File: src/rtl/stream_pkg.sv
// Shared definitions for the serial stream path: word width default,
// FIFO level sizing and bit-order encoding used by packer and serializer.
package stream_pkg;

  localparam int unsigned DEFAULT_DATA_W = 8;

  typedef enum logic {
    BIT_ORDER_LSB_FIRST = 1'b0,
    BIT_ORDER_MSB_FIRST = 1'b1
  } bit_order_e;

  // Level counter width able to hold 0..depth inclusive.
  function automatic int unsigned level_w(input int unsigned depth);
    return $clog2(depth) + 1;
  endfunction

endpackage

File: src/rtl/sync_fifo.sv
// Single-clock FIFO with registered head-of-queue data and registered
// full/empty flags; a push into a full FIFO is accepted only alongside a pop.
module sync_fifo
  import stream_pkg::*;
#(
  parameter int unsigned W     = 8,
  parameter int unsigned DEPTH = 4
) (
  input  logic                        clk,
  input  logic                        rst_n,
  input  logic                        push,
  input  logic [W-1:0]                push_data,
  input  logic                        pop,
  output logic [W-1:0]                pop_data,
  output logic [level_w(DEPTH)-1:0]   level,
  output logic                        full,
  output logic                        empty
);

  localparam int unsigned PTR_W = $clog2(DEPTH);
  localparam int unsigned LVL_W = level_w(DEPTH);

  logic [W-1:0]     mem [DEPTH];
  logic [PTR_W-1:0] wr_ptr;
  logic [PTR_W-1:0] rd_ptr;
  logic [PTR_W-1:0] rd_next_c;
  logic [LVL_W-1:0] level_next_c;
  logic [W-1:0]     head_next_c;
  logic             push_ok_c;
  logic             pop_ok_c;

  // Next head is either the stored word or the one being written right now.
  always_comb begin
    pop_ok_c     = pop && !empty;
    push_ok_c    = push && (!full || pop_ok_c);
    rd_next_c    = rd_ptr + PTR_W'(pop_ok_c);
    level_next_c = level + LVL_W'(push_ok_c) - LVL_W'(pop_ok_c);
    head_next_c  = (push_ok_c && (wr_ptr == rd_next_c)) ? push_data : mem[rd_next_c];
  end

  always_ff @(posedge clk) begin
    if (push_ok_c) begin
      mem[wr_ptr] <= push_data;
    end
  end

  always_ff @(posedge clk) begin
    if (!rst_n) begin
      wr_ptr   <= '0;
      rd_ptr   <= '0;
      level    <= '0;
      pop_data <= '0;
      full     <= 1'b0;
      empty    <= 1'b1;
    end else begin
      wr_ptr <= wr_ptr + PTR_W'(push_ok_c);
      rd_ptr <= rd_next_c;
      level  <= level_next_c;
      full   <= (level_next_c == LVL_W'(DEPTH));
      empty  <= (level_next_c == '0);
      if (level_next_c != '0) begin
        pop_data <= head_next_c;
      end
    end
  end

endmodule

File: src/rtl/serial_word_packer.sv
// Collects a gated 1-bit stream into DATA_W-bit words, queues them in a
// small FIFO for a valid/ready consumer and flags words lost to a full FIFO.
module serial_word_packer
  import stream_pkg::*;
#(
  parameter int unsigned DATA_W     = DEFAULT_DATA_W,
  parameter int unsigned MSB_FIRST  = 1,
  parameter int unsigned FIFO_DEPTH = 4
) (
  input  logic                             clk,
  input  logic                             rst_n,
  input  logic                             en,
  input  logic                             i_d,
  input  logic                             i_flush,
  output logic [DATA_W-1:0]                o_data,
  output logic                             o_valid,
  input  logic                             i_ready,
  output logic [level_w(FIFO_DEPTH)-1:0]   o_level,
  output logic                             o_overflow
);

  localparam int unsigned CNT_W = $clog2(DATA_W);
  localparam bit_order_e  ORDER = (MSB_FIRST != 0) ? BIT_ORDER_MSB_FIRST : BIT_ORDER_LSB_FIRST;

  logic [CNT_W-1:0]  bit_cnt;
  logic [CNT_W-1:0]  bit_cnt_next_c;
  logic [DATA_W-1:0] shreg;
  logic [DATA_W-1:0] shreg_next_c;
  logic [DATA_W-1:0] shifted_c;
  logic              word_done_c;
  logic              pop_c;
  logic              fifo_full;
  logic              fifo_empty;

  // Collector: bit_cnt walks 0..DATA_W-1; the last-bit edge emits the word.
  always_comb begin
    bit_cnt_next_c = bit_cnt;
    shreg_next_c   = shreg;
    word_done_c    = 1'b0;
    if (ORDER == BIT_ORDER_MSB_FIRST) begin
      shifted_c = {shreg[DATA_W-2:0], i_d};
    end else begin
      shifted_c = {i_d, shreg[DATA_W-1:1]};
    end
    if (i_flush) begin
      bit_cnt_next_c = '0;
      shreg_next_c   = '0;
    end else if (en) begin
      if (bit_cnt == CNT_W'(DATA_W - 1)) begin
        word_done_c    = 1'b1;
        bit_cnt_next_c = '0;
        shreg_next_c   = '0;
      end else begin
        bit_cnt_next_c = bit_cnt + CNT_W'(1);
        shreg_next_c   = shifted_c;
      end
    end
  end

  always_ff @(posedge clk) begin
    if (!rst_n) begin
      bit_cnt <= '0;
      shreg   <= '0;
    end else begin
      bit_cnt <= bit_cnt_next_c;
      shreg   <= shreg_next_c;
    end
  end

  assign pop_c   = o_valid && i_ready;
  assign o_valid = !fifo_empty;

  // Sticky drop flag: a word completed into a full FIFO with no pop to make room.
  always_ff @(posedge clk) begin
    if (!rst_n) begin
      o_overflow <= 1'b0;
    end else if (word_done_c && fifo_full && !pop_c) begin
      o_overflow <= 1'b1;
    end
  end

  sync_fifo #(
    .W     (DATA_W),
    .DEPTH (FIFO_DEPTH)
  ) u_fifo (
    .clk       (clk),
    .rst_n     (rst_n),
    .push      (word_done_c),
    .push_data (shifted_c),
    .pop       (pop_c),
    .pop_data  (o_data),
    .level     (o_level),
    .full      (fifo_full),
    .empty     (fifo_empty)
  );

endmodule

File: config.mk
export PLATFORM = sky130hd
export DESIGN_NAME = serial_word_packer
export DESIGN_NICKNAME = d
export VERILOG_FILES = /design/src/rtl/stream_pkg.sv /design/src/rtl/sync_fifo.sv /design/src/rtl/serial_word_packer.sv
export SDC_FILE = /design/constraint.sdc
export NUM_CORES = 1
export LEC_CHECK = 0
export CORE_MARGIN = 2
export CORE_UTILIZATION = 60
export CTS_BUF_LIST = sky130_fd_sc_hd__clkbuf_8
export DETAILED_ROUTE_END_ITERATION = 10
export GPL_TIMING_DRIVEN = 0
export PLACE_DENSITY = 0.82
export SYNTH_ARGS = -nofsm -noshare
export SYNTH_HDL_FRONTEND = slang
export SYNTH_SLANG_ARGS = --single-unit
File: constraint.sdc
create_clock -name clk -period 3.7 [get_ports clk]
set_clock_uncertainty 0.1 [all_clocks]
set_input_delay 0.74 -clock clk [delete_from_list [all_inputs] [get_ports clk]]
set_output_delay 0.74 -clock clk [all_outputs]
set_load 0.1 [all_outputs]
==> results of run 1 <==
==> path summary, 6_finish.rpt <==
| path | start | to | slack (ns) | cells after the start |
|---|---|---|---|---|
| setup / recovery | i_ready | u_fifo.pop_data[7] | 0.28 | 11 |
| hold / removal | bit_cnt[1] | bit_cnt[1] | 0.38 | 2 |
| setup reg to reg | bit_cnt[0] | u_fifo.pop_data[7] | 0.40 | 11 |
| hold reg to reg | bit_cnt[1] | bit_cnt[1] | 0.38 | 2 |
==> cell type report <==
| cell class | instances | area share (%) |
|---|---|---|
| plain buffers | 6 | 1.08 |
| clock buffers | 10 | 4.76 |
| clock inverters | 6 | 3.55 |
| inverters | 8 | 1.04 |
| multi-input cells | 90 | 29.0 |
| flip-flops and latches | 60 | 52.6 |
| well taps | 50 | 2.16 |
| repair buffers | 17 | 5.88 |
==> per-stage QoR <==
stage / instance area (um2) / util, % / setup TNS, ns / instances
after global routing: 2890 / 73.4 / 0 / 247
after global placement: 2650 / 67.3 / 0 / 231
after floorplan: 2420 / - / 0 / 164
after detailed placement: 2650 / 67.3 / -0.355 / 231
final: 2890 / 73.4 / 0 / 247
after CTS: 2890 / 73.4 / 0 / 247
==> report_power, final <==
part           switching (W)  total, W  internal (W)
logic               0.000451  0.000682      0.000230
clock network       0.000242  0.000702      0.000460
registers          0.0000252  0.000771      0.000746
total               0.000719   0.00215       0.00144
==> layer usage <==
metal	GRT usage (%)	share of wire, %	vias up	routed length (um)
li1	-	-	663	-
met1	25.6	42	666	1850
met2	37.3	51	31	2260
met3	4.50	4.0	14	175
met4	16.6	3.3	0	148
met5	0	0	-	0
==> cells in the final DEF (no fill, tap or decap), types with 2 or more instances in the layout <==
master,synthesis,layout
dfxtp_1,28,28
mux4_2,8,8
clkbuf_1,4,4
clkdlybuf4s50_1,0,17
nand2b_1,10,10
inv_1,8,9
bufinv_16,0,3
a221o_1,8,8
a21oi_1,8,8
edfxtp_1,32,32
nand3b_1,8,8
mux2i_1,2,2
and2_1,14,14
nor2b_1,2,2
ha_1,6,6
clkbuf_8,0,10
nor2_1,6,6
==> cell families (layout without fill, tap and decap cells) <==
kind of cell | Yosys count | after routing | share of synthesized area (%)
and+or+nand+nor | 48 | 48 | 12.5
buffers and inverters | 14 | 47 | 2.53
adders and majority gates | 7 | 7 | 3.93
AOI/OAI and AO/OA | 20 | 20 | 6.67
DFF | 60 | 60 | 62.8
muxes | 10 | 10 | 8.27
xor gates and xnor gates | 5 | 5 | 3.31
==> flip-flops by register name (all words and copies together) (netlist names) <==
register,flops
u_fifo.wr_ptr,2
shreg,7
o_overflow,1
u_fifo.full,1
u_fifo.pop_data,8
u_fifo.rd_ptr,2
u_fifo.level,3
u_fifo.mem,32
bit_cnt,3
u_fifo.empty,1
==> worst min-delay path, cell delays in order (launching register included) <==
cell and delay [ns]:
dfxtp_1 0.32, nand2b_1 0.07, a21oi_1 0.05
==> out/results.ini, run 1 <==
[outcome]
outcome = complete, no violations

[worst_setup_path]
worst-path-max-fanout = 8
crit_family = compound AO/OA/AOI/OAI gates
required_ns = 3.82
crit_chain = clkdlybuf4s50_1, nand2b_1, inv_1, o21ai_0, inv_1, ha_1, fa_1, xnor3_2, o31ai_4, nor2_1, a221o_1
startpoint_type = primary input
cp_slowest_stage_delay_ns = 0.41
path_buf_inv = 3
critPathCaptureType = flip-flop
crit_top_cell = inv_1
critPathArrivalTime_ns = 3.53
critPathKind = primary input to flip-flop
slowest_stage = clkdlybuf4s50_1

[global_route]
grt_pass1_wl_um = 6710
grt_max_degree = 11
antenna_found_initial = 0
grt_pass1_vias = 1367
grt.overflow.total = 0
gr-usage-all-layers_pct = 22.4

[pwr]
max-vdd-ir-drop_v = 0.000553
total_power_w = 0.00215
leakage_nw = 1.09
cellPowerDensity_mw_per_mm2 = 745

[clock_network]
cts_hold_buffers = 0
post_cts_buffers = 0
cts_root_buf = clkbuf_8
cts.path.max_buffers = 2
cts_tree = yes
path_clk_slew_ns = 0.06
cts_sinks = 60
insertion_delay_ns = 0.34
cts_resized = 0
cts_buffers = 9
h-tree-depth = 3

[yosys]
synth_enable_flop_cells = 32
synth.area.top_cells = edfxtp_1 (40%), dfxtp_1 (23%), mux4_2 (7.4%), and2_1 (3.6%), a221o_1 (3.3%)
synth_nets = 177
synthTopCellsByCount = edfxtp_1 (32), dfxtp_1 (28), and2_1 (14)
avgSynthCellArea_um2 = 14.8
synth_seq_cells = 60
synth_cell_types = 34
async_reset_ff_share_pct = 0
yosys.area.top_type = edfxtp_1
synth.most_common_cell = edfxtp_1
ys.flop_type = edfxtp_1
syn_area_mm2 = 0.00242
synth_cells = 164
yosysWarningCount = 0
synth_top_area_share_pct = 39.7
ys_seq_area_share_pct = 62.8

[finish]
nets = 205
num_antenna_cells = 0
seq_area_mm2 = 0.00152
multiInputGateArea_um2 = 838
n_fill_cell = 246
layout-drive-gt1-share_pct = 15.2
area_growth_pct = 19.5

[die]
start_util_pct = 61.4
die-area_mm2 = 0.00456
ios = 19
rows = 23
fp.dieH_um = 67.5
coreArea_mm2 = 0.00394
die_x_um = 67.5

[sta]
slew_headroom_pct = 10.0
period_minus_slack_ns = 3.42
fin_hold_ws_ns = 0.383
rsz0062_at_grt = no
hold_viol = 0
setup_violations = 0
slew_viol_final = 0
fmaxAchievable_ghz = 0.293
tightest_slew_ns = 1.35
finalCritPeriodShare_pct = 92.3
worst_slack_ns = 0.285

[detailed_routing]
drc_errors = 0
vias = 1374
first_pass_iters = 4
viasPerCell = 5.56
ant_nets = 0
wl_per_cell_um = 17.9
routed_wl_um = 4430
drt-initial-drc-count = 94

[placed_design]
place_ws_ns = -0.0601
dp_hpwl_um = 3010
numPortBuffers = 17
gp_congestion = 0.767

[flow_run]
drv_cap = 0

[hold_path]
hold_class = flip-flop to flip-flop

Note: power is estimated with default switching activity, not from simulation.
==> run 2: changes to the inputs <==
Settings changed: SLEW_MARGIN set to 30.
==> run 2 against run 1 <==
- utilization up 0.89 points
- routed wire length up 0.52%
- via count is 2.4% higher
- non-clock buffer count unchanged
- register-to-register slack got worse by 0.04 ns
- critical endpoint unchanged
- largest cell class unchanged
- highest routed layer unchanged
==> out/results.ini, run 2 (synthesized netlist as in run 1, its figures left out) <==
[finish]
seq_area_mm2 = 0.00152
largest_register_ffs = 32
layout-drive-gt1-share_pct = 16.2
nets = 205
n_fill_cell = 242
top_register = u_fifo.mem
top_regs = u_fifo.mem: 32 flops, u_fifo.pop_data: 8 flops, shreg: 7 flops
final_common_cell = edfxtp_1
num_antenna_cells = 0
multiInputGateArea_um2 = 848
area_growth_pct = 21.0
most-common-layout-cells = edfxtp_1 (32), dfxtp_1 (28), clkdlybuf4s50_1 (17)

[pwr]
leakage_nw = 1.11
total_power_w = 0.00223
max-vdd-ir-drop_v = 0.000805
cellPowerDensity_mw_per_mm2 = 760

[sta]
slew_headroom_pct = 34.7
rsz0062_at_grt = no
fin_hold_ws_ns = 0.382
setup_violations = 0
period_minus_slack_ns = 3.41
fmaxAchievable_ghz = 0.293
finalCritPeriodShare_pct = 92.1
finalSetupTns_ns = 0
worst_slack_ns = 0.291
slew_viol_final = 0
hold_viol = 0
tightest_slew_ns = 0.976

[global_route]
grt_pass1_wl_um = 6710
grt_pass1_vias = 1369
grt_max_degree = 11
gr-usage-all-layers_pct = 22.0
antenna_found_initial = 0
grt.overflow.total = 0

[clock_network]
post_cts_buffers = 0
h-tree-depth = 3
cts_resized = 0
cts.path.max_buffers = 2
insertion_delay_ns = 0.33
cts_sinks = 60
cts_hold_buffers = 0
cts_root_buf = clkbuf_8
cts_buffers = 9
cts_tree = yes
path_clk_slew_ns = 0.06

[detailed_routing]
drt-initial-drc-count = 92
drc_errors = 0
ant_nets = 0
wl_per_cell_um = 18.0
vias = 1407
viasPerCell = 5.70
first_pass_iters = 4
routed_wl_um = 4450

[die]
fp.dieH_um = 67.5
ios = 19
die-area_mm2 = 0.00456
die_x_um = 67.5
rows = 23
coreArea_mm2 = 0.00394
start_util_pct = 61.4

[worst_setup_path]
slowest_stage = clkdlybuf4s50_1
crit_family = compound AO/OA/AOI/OAI gates
cp_slowest_stage_delay_ns = 0.41
critPathCaptureType = flip-flop
crit_chain = clkdlybuf4s50_1, nand2b_1, inv_1, o21ai_1, inv_1, ha_1, fa_1, xnor3_2, o31ai_4, nor2_1, a221o_1
path_buf_inv = 3
crit_top_cell = inv_1
critPathArrivalTime_ns = 3.53
critPathKind = primary input to flip-flop
worst-path-max-fanout = 8
startpoint_type = primary input
required_ns = 3.82

[placed_design]
place_ws_ns = -0.224
numPortBuffers = 17
dp_hpwl_um = 3020
gp_congestion = 0.767

[outcome]
outcome = complete, no violations

[hold_path]
hold_class = flip-flop to flip-flop

[flow_run]
drv_cap = 0

-- run 2: path summary, 6_finish.rpt --
kind | startpoint | slack (ns) | cells past startpoint | to
worst max register to register | bit_cnt[0] | 0.36 | 11 | u_fifo.pop_data[7]
worst min-delay path | bit_cnt[1] | 0.38 | 2 | bit_cnt[1]
worst min register to register | bit_cnt[1] | 0.38 | 2 | bit_cnt[1]
worst max-delay path | i_ready | 0.29 | 11 | u_fifo.pop_data[7]
-- run 2: per-stage QoR --
step                      util, %  std cells  area [um2]
after floorplan                 -        164        2420
final                        74.3        247        2930
after detailed placement     67.6        231        2660
after global routing         74.3        247        2930
after CTS                    74.3        247        2930
after global placement       67.3        231        2650
-- run 2: per-layer routing --
| layer | part of all wire (%) | track usage [%] | wire length (um) |
|---|---|---|---|
| met1 | 42 | 25.8 | 1890 |
| met2 | 52 | 37.1 | 2310 |
| met3 | 3.9 | 4.50 | 175 |
| met4 | 1.8 | 13.0 | 81 |
| met5 | 0 | 0 | 0 |
-- run 2: final cells by class --
type                       instances  area share (%)
tap                               50            2.14
sequential                        60            51.9
clock inverter                     6            4.36
timing repair buffer              17            5.81
clock buffer                      10            4.70
buffer                             6            1.07
multi-input combinational         90            29.0
inverter                           8            1.03
-- run 2: worst min-delay path, delay by kind of cell, from the launching register on --
kind            cells  cell delay (ns)
flops               1             0.32
compound gates      1             0.05
simple gates        1             0.07
-- run 2: power by group --
group          internal, W  switching (W)  total [W]  leakage (nW)
combinational     0.000231       0.000453   0.000684         0.429
clock             0.000529       0.000242   0.000771         0.139
sequential        0.000746      0.0000250   0.000771         0.542
==> run 3: changes to the inputs <==
Settings changed: SETUP_SLACK_MARGIN set to 0.4.
==> run 3 against run 2 <==
- cell count up 0.40%
- worst hold slack gained 0.0014 ns
- sequential power is essentially flat
- global-route usage about the same
- worst setup slack gained 0.19 ns
- routed wire length is 0.90% higher
- die area unchanged
- sequential share of layout area fell by 0.29 points
- critical path type unchanged
- highest routed layer unchanged
==> out/results.ini, run 3 (synthesized netlist as in run 1, its figures left out) <==
[finish]
largest_register_ffs = 32
top_register = u_fifo.mem
n_fill_cell = 241
stdcell_count = 248
area_growth_pct = 21.7
most-common-layout-cells = edfxtp_1 (32), dfxtp_1 (28), clkdlybuf4s50_1 (17)
seq_area_mm2 = 0.00152
num_antenna_cells = 0
layout-drive-gt1-share_pct = 19.2
nets = 206
stdcell_area_mm2 = 0.00295
top_regs = u_fifo.mem: 32 flops, u_fifo.pop_data: 8 flops, shreg: 7 flops
multiInputGateArea_um2 = 857
final_common_cell = edfxtp_1

[worst_setup_path]
critPathArrivalTime_ns = 3.33
rr_startpoint = bit_cnt[0]
worst-path-max-fanout = 8
reg2reg_depth = 12
timing.reg2reg.setup_slack_ns = 0.55
r2r-end = u_fifo.pop_data[7]
critPathCaptureType = flip-flop
startpoint_type = primary input
required_ns = 3.81
critPathKind = primary input to flip-flop

[global_route]
grt_max_degree = 11
grt.overflow.total = 0
grt_pass1_vias = 1372
gr-usage-all-layers_pct = 22.0
grt_pass1_wl_um = 6720
antenna_found_initial = 0

[detailed_routing]
ant_nets = 0
drt-initial-drc-count = 87
first_pass_iters = 4
vias = 1413
routed_wl_um = 4490
viasPerCell = 5.70
wl_per_cell_um = 18.1
drc_errors = 0

[die]
fp.dieH_um = 67.5
ios = 19
rows = 23
start_util_pct = 61.4
coreArea_mm2 = 0.00394
die-area_mm2 = 0.00456
die_x_um = 67.5

[sta]
period_minus_slack_ns = 3.22
finalCritPeriodShare_pct = 87.0
slew_headroom_pct = 34.6
slew_viol_final = 0
hold_viol = 0
tightest_slew_ns = 0.977
worst_slack_ns = 0.480
fmaxAchievable_ghz = 0.311
setup_violations = 0
rsz0062_at_grt = no

[clock_network]
cts_tree = yes
cts.path.max_buffers = 2
path_clk_slew_ns = 0.06
cts_root_buf = clkbuf_8
cts_buffers = 9
insertion_delay_ns = 0.33
h-tree-depth = 3
cts_sinks = 60

[placed_design]
dp.cells = 231
gp_congestion = 0.767
numPortBuffers = 17
place_ws_ns = -0.224
dp_hpwl_um = 3020
place_area_mm2 = 0.00266

[pwr]
cellPowerDensity_mw_per_mm2 = 758
max-vdd-ir-drop_v = 0.000806
total_power_w = 0.00223
leakage_nw = 1.11

[hold_path]
hold_class = flip-flop to flip-flop
min_to = bit_cnt[1]
worstHoldStart = bit_cnt[1]
hold_depth = 2

[outcome]
outcome = complete, no violations

[flow_run]
drv_cap = 0

## run 3: worst max-delay path by stage
stage                    startpoint  cells past startpoint                 end  slack [ns]
floorplan           u_fifo.level[0]                     10  u_fifo.pop_data[0]        0.62
global placement            i_ready                     11  u_fifo.pop_data[4]        0.05
detailed placement          i_ready                     11  u_fifo.pop_data[7]       -0.22
CTS                         i_ready                     12  u_fifo.pop_data[7]        0.44
global route                i_ready                     12  u_fifo.pop_data[7]        0.41
finish                      i_ready                     12  u_fifo.pop_data[7]        0.48
## run 3: worst max-delay path, cell delays in order
cell and delay [ns]:
clkdlybuf4s50_1 0.41, nand2b_1 0.11, inv_2 0.07, o21ai_2 0.21, inv_2 0.08, ha_1 0.23
fa_2 0.34, xnor3_2 0.28, o31ai_4 0.28, nor2b_1 0.10, buf_6 0.15, a221o_1 0.32
## run 3: per-layer routing
layer / routed length, um / GRT usage, %
met3: 183 / 4.50
met2: 2340 / 37.4
met5: 0 / 0
met1: 1890 / 25.7
met4: 80 / 13.0
## run 3: area by class of cell
type,instances,share of cell area (%)
inverters,8,1.02
clock buffers,10,4.67
clock inverters,6,4.33
multi-input cells,90,29.1
well taps,50,2.12
flip-flops and latches,60,51.7
repair buffers,18,6.03
plain buffers,6,1.06
## run 3: timing repair
action / in CTS / in global routing
pin swaps: 0 / 2
gates resized for setup: 3 / 3
buffers inserted: 0 / 1
hold buffers: 0 / 0
endpoints found under the setup margin: 8 / 8
## run 3: report_power, final
part	switching [W]	leakage, nW	total (W)	internal [W]
registers	0.0000253	0.542	0.000771	0.000746
clock network	0.000240	0.139	0.000769	0.000529
logic	0.000458	0.428	0.000692	0.000234
total	0.000724	1.11	0.00223	0.00151
## run 3: per-stage QoR
| stage | hold slack, ns | util (%) | TNS, ns |
|---|---|---|---|
| after global placement | 0.357 | 67.3 | 0 |
| after CTS | 0.384 | 74.5 | 0 |
| after floorplan | 0.349 | - | 0 |
| final | 0.384 | 74.7 | 0 |
| after global routing | 0.417 | 74.7 | 0 |
| after detailed placement | 0.375 | 67.6 | -1.71 |
==> edit 1: new RTL, settings of run 3 <==
The package constant `DEFAULT_DATA_W` goes from 8 to 16.
--- a/src/rtl/stream_pkg.sv
+++ b/src/rtl/stream_pkg.sv
@@ -3,5 +3,5 @@
 package stream_pkg;
 
-  localparam int unsigned DEFAULT_DATA_W = 8;
+  localparam int unsigned DEFAULT_DATA_W = 16;
 
   typedef enum logic {
Ports: changed (resized o_data); port bits go from 19 to 27. No check against the original RTL was run, so the function may have changed too.
==> edit 1 against run 3 <==
  * First-iteration DRC count up 78%
  * Combinational power up 95%
  * Worst hold slack worse by 0.0035 ns
  * Design area up 62%
  * Sequential share of layout area up 7.4 points
  * Sequential cell count up 49
  * Largest cell class unchanged
  * Utilization down 3.9 points
  * Setup slack better by 0.024 ns
  * Wire length up 71%
  * Largest power group unchanged
  * Power up 53%
  * Highest routed layer unchanged
  * Critical path depth up 1
  * Area after synthesis up 71%
==> edit 1: results (changes against run 3) <==
R2R Path End=u_fifo.pop_data[2] (was u_fifo.pop_data[7]); R2R setup slack=0.56 ns; Crit path max-delay family=adder cells (was compound AO/OA/AOI/OAI gates); CTS clk-pin slew, worst paths=0.10 ns (was 0.06 ns); Leak=1.718 nW (was 1.109 nW); hold path cells=1 (was 2); Post-Syn Nets=273 (was 177); worst-path fanout max=10 (was 8); filler instances=439 (was 241); number of global-route vias before repair=2,332 (was 1,372); worst reg2reg startpoint=bit_cnt[1] (was bit_cnt[0]); top flop regs=u_fifo.mem: 64 flops, u_fifo.pop_data: 16 flops, shreg: 15 flops (was u_fifo.mem: 32 flops, u_fifo.pop_data: 8 flops, shreg: 7 flops); Placer Congestion=0.7244 (was 0.7670); dpl cell area=4549 sq um (was 2664 sq um); Via density=6.072 (was 5.698); sequential share of the synthesized area=68.01% (was 62.84%); CP max stage delay=0.37 ns (was 0.41 ns); synth top area cells=edfxtp_1 (46%), dfxtp_1 (22%), mux4_2 (8.1%) (was edfxtp_1 (40%), dfxtp_1 (23%), mux4_2 (7.4%)); switching pwr=1.350 mW (was 0.7239 mW); top cells by count, synth=edfxtp_1 (64), dfxtp_1 (45), and2_1 (21) (was edfxtp_1 (32), dfxtp_1 (28), and2_1 (14)); largest net degree at the start of global routing=20 (was 11); post-CTS sizing=9 (was 3); Power Dens Cells=714.5 nW/um^2 (was 758.1 nW/um^2); CP max stage cell=fa_1 (was clkdlybuf4s50_1); most used flip-flop cell after synthesis=edfxtp_1 (unchanged); first-pass GRT wire length=12,210 um (was 6720 um); number of cells produced by synthesis=261 (was 164); detailed placement HPWL=4865 um (was 3024 um); Min-Delay Endpoint=o_overflow (was bit_cnt[1]); compound-cell area share of the yosys netlist=8.833% (was 6.667%); setup bufs post-CTS=4 (was 0); Port Buffers=26 (was 17); count of cell types in the netlist=41 (was 34); clock share of power=19.0% (was 34.5%); mux contribution to synthesized area=9.255% (was 8.269%); Seq power=1.42 mW (was 0.771 mW); main combinational cell family by area after synthesis=multiplexers (was simple AND/OR/NAND/NOR gates); clk_lat worst skew=0.37 ns (was 0.33 ns); Nets=317 (was 206); status=complete, no violations (unchanged); layout cells sized above 1=21.29% (was 19.19%); Layout Cells excl Fill=390 (was 248); worst min-delay path startpoint=o_overflow (was bit_cnt[1]); worst r2r path cells=10 (was 12); Worst Max-Slew Pin Slew=0.9867 ns (was 0.9774 ns)
==> edit 1: changes by cell type after synthesis, sizes merged, moves of 4 or more <==
cell    delta
a22oi     +15
edfxtp    +32
buf        +4
nor2      +14
dfxtp     +17
nand2      +4
a221o      +8
mux4       +8
and2       +7
a21oi      -5
nand3b     -8
nand2b     -8
==> edit 1: layout make-up <==
| cell class | count | area (sq um) | area share (%) |
|---|---|---|---|
| clock buffers | 9 | 123.9 | 2.589 |
| plain buffers | 12 | 71.32 | 1.491 |
| multi-input cells | 129 | 1254 | 26.20 |
| well taps | 80 | 100.1 | 2.092 |
| flip-flops and latches | 109 | 2825 | 59.05 |
| inverters | 11 | 41.29 | 0.8630 |
| clock inverters | 7 | 52.55 | 1.098 |
| repair buffers | 33 | 316.6 | 6.616 |
==> edit 1: worst max path at each step <==
stage | start | end | depth (start not counted)
finish | i_ready | u_fifo.pop_data[2] | 13
global route | bit_cnt[1] | u_fifo.pop_data[5] | 10
CTS | i_flush | u_fifo.pop_data[2] | 10
detailed placement | en | u_fifo.pop_data[3] | 10
global placement | en | u_fifo.mem[0][12] | 4
floorplan | en | u_fifo.pop_data[0] | 9
==> edit 1: stage by stage <==
step | hold slack [ns] | TNS (ns) | worst slack [ns]
5_1_grt | 0.4128 | 0 | 0.3915
4_1_cts | 0.3899 | 0 | 0.4714
3_3_place_gp | 0.3517 | -30.00 | -1.179
6_report | 0.3800 | 0 | 0.5037
2_1_floorplan | 0.3720 | 0 | 0.4078
3_5_place_dp | 0.3636 | -8.647 | -0.6043
==> edit 1: per-layer routing <==
metal,vias up,global-route usage [%],share of wire [%]
li1,1088,-,-
met1,1187,30.57,42
met2,81,34.84,50
met3,12,4.929,5.9
met4,0,8.671,1.8
met5,-,0,0
==> edit 2: new RTL, config.mk and constraints of run 3 <==
Made on the original files. Make the reset (`rst_n`) asynchronous in 3 clocked blocks.
--- a/src/rtl/sync_fifo.sv
+++ b/src/rtl/sync_fifo.sv
@@ -45,5 +45,5 @@
   end
 
-  always_ff @(posedge clk) begin
+  always_ff @(posedge clk or negedge rst_n) begin
     if (!rst_n) begin
       wr_ptr   <= '0;
--- a/src/rtl/serial_word_packer.sv
+++ b/src/rtl/serial_word_packer.sv
@@ -58,5 +58,5 @@
   end
 
-  always_ff @(posedge clk) begin
+  always_ff @(posedge clk or negedge rst_n) begin
     if (!rst_n) begin
       bit_cnt <= '0;
@@ -72,5 +72,5 @@
 
   // Sticky drop flag: a word completed into a full FIFO with no pop to make room.
-  always_ff @(posedge clk) begin
+  always_ff @(posedge clk or negedge rst_n) begin
     if (!rst_n) begin
       o_overflow <= 1'b0;
Function: differs if rst_n is asserted again (counterexample within 10 cycles, from zero or initial values and one cycle with rst_n low); with rst_n held inactive, the same outputs for 10 cycles.
==> edit 2 against run 3 <==
  * Sequential share of layout area grew 3.6 points
  * Setup slack better by 0.020 ns
  * Power up 20%
  * Final cell count is 4.4% lower
  * Wire length fell by 1.2%
  * Sequential cell count is the same
  * Design area rose by 2.1%
  * Sequential power is 9.6% higher
  * Area after synthesis is 2.9% higher
  * Global-route usage up 0.77 points
  * Critical path type unchanged
==> edit 2: results (changes against run 3) <==
status=complete, no violations (unchanged); sequential share of the synthesized area=66.72% (was 62.84%); R2R setup slack=0.65 ns (was 0.55 ns); number of global-route vias before repair=1,418 (was 1,372); worst-path fanout max=9 (was 8); Post-Syn Nets=164 (was 177); Via density=5.806 (was 5.698); Placer Congestion=0.7210 (was 0.7670); detailed placement HPWL=2956 um (was 3024 um); setup bufs post-CTS=3 (was 0); DRT iter0 DRCs=21 (was 87); Root Buffer=clkbuf_8 (unchanged); post-CTS sizing=7 (was 3); post-DR wirelength/cell=18.72 um (was 18.11 um); Total GRT Usage=22.76% (was 21.99%); Leak=1.207 nW (was 1.109 nW); R2R Path End=u_fifo.pop_data[4] (was u_fifo.pop_data[7]); CP max stage cell=clkdlybuf4s50_1 (unchanged); layout cells sized above 1=31.55% (was 19.19%); first-pass GRT wire length=7038 um (was 6720 um); CP max stage delay=0.39 ns (was 0.41 ns); Nets=195 (was 206); filler instances=224 (was 241); count of cell types in the netlist=28 (was 34); synth top area cells=edfxtp_1 (39%), dfrtp_1 (27%), mux2_2 (7.2%) (was edfxtp_1 (40%), dfxtp_1 (23%), mux4_2 (7.4%)); Worst IR Drop VDD=867.6 uV (was 805.9 uV); worst reg2reg startpoint=bit_cnt[0] (unchanged); Worst Max-Slew Pin Slew=0.9907 ns (was 0.9774 ns); class of the worst hold path=primary input to async pin (was flop to flop); Crit path max-delay family=adder cells (was compound AO/OA/AOI/OAI gates); Min Hold Slack=0.3342 ns (was 0.3835 ns); dpl cell area=2725 sq um (was 2664 sq um); top cells by count, synth=edfxtp_1 (32), dfrtp_1 (27), nor2_1 (17) (was edfxtp_1 (32), dfxtp_1 (28), and2_1 (14)); WP data arrival=3.32 ns (was 3.33 ns); fraction of registers with async set or reset after synthesis=46.67% (was 0%); hold_buf cts=0 (unchanged); worst r2r path cells=11 (was 12); largest net degree at the start of global routing=29 (was 11)
edit 2: cell count changes after synthesis, sizes merged, moves of 6 or more:
cell / delta
dfxtp: -28
nand2b: -10
a221o: -8
dfrtp: +27
nor2: +11
nand3b: -7
and2: -15
mux2: +16
nand2: +6
edit 2: area by class of cell:
class	count	area (sq um)	share of cell area (%)
plain buffers	3	25.02	0.8319
clock buffers	9	123.9	4.118
inverters	7	26.28	0.8735
clock inverters	7	60.06	1.997
well taps	50	62.56	2.080
multi-input cells	81	847.1	28.16
flip-flops and latches	60	1663	55.28
repair buffers	20	200.2	6.656
edit 2: routing by layer:
layer,vias to the layer above,wire (um),GRT usage (%)
met2,48,2289,36.66
li1,620,-,-
met3,8,259,9.211
met5,-,0,0
met4,0,79,8.750
met1,700,1807,27.47
edit 2: worst max-delay path by stage:
stage	from	to	slack [ns]	cells past startpoint
detailed placement	i_ready	u_fifo.pop_data[4]	-0.37	11
floorplan	u_fifo.level[0]	u_fifo.pop_data[0]	0.49	9
global placement	i_ready	u_fifo.pop_data[5]	-0.29	7
global route	i_ready	u_fifo.pop_data[4]	0.42	12
CTS	i_ready	u_fifo.pop_data[3]	0.41	10
finish	i_ready	u_fifo.pop_data[4]	0.50	12
edit 2: stage by stage:
step	instances	setup WS, ns
floorplan	151	0.4856
global placement	218	-0.2875
detailed placement	218	-0.3663
CTS	237	0.4105
global route	237	0.4180
finish	237	0.5000
edit 2: power breakdown:
group,internal [mW],switching [mW]
combinational,0.494,0.788
sequential,0.791,0.0540
clock,0.302,0.242
total,1.59,1.08
edit 2: kinds of logic after synthesis:
kind of cell             synth area share (%)
flip-flops                              66.72
buffers and inverters                   1.957
AO/OA/AOI/OAI                           3.514
XOR/XNOR                                2.761
multiplexers                            15.26
adder cells (fa/ha/maj)                 3.815
AND/OR/NAND/NOR                         5.974
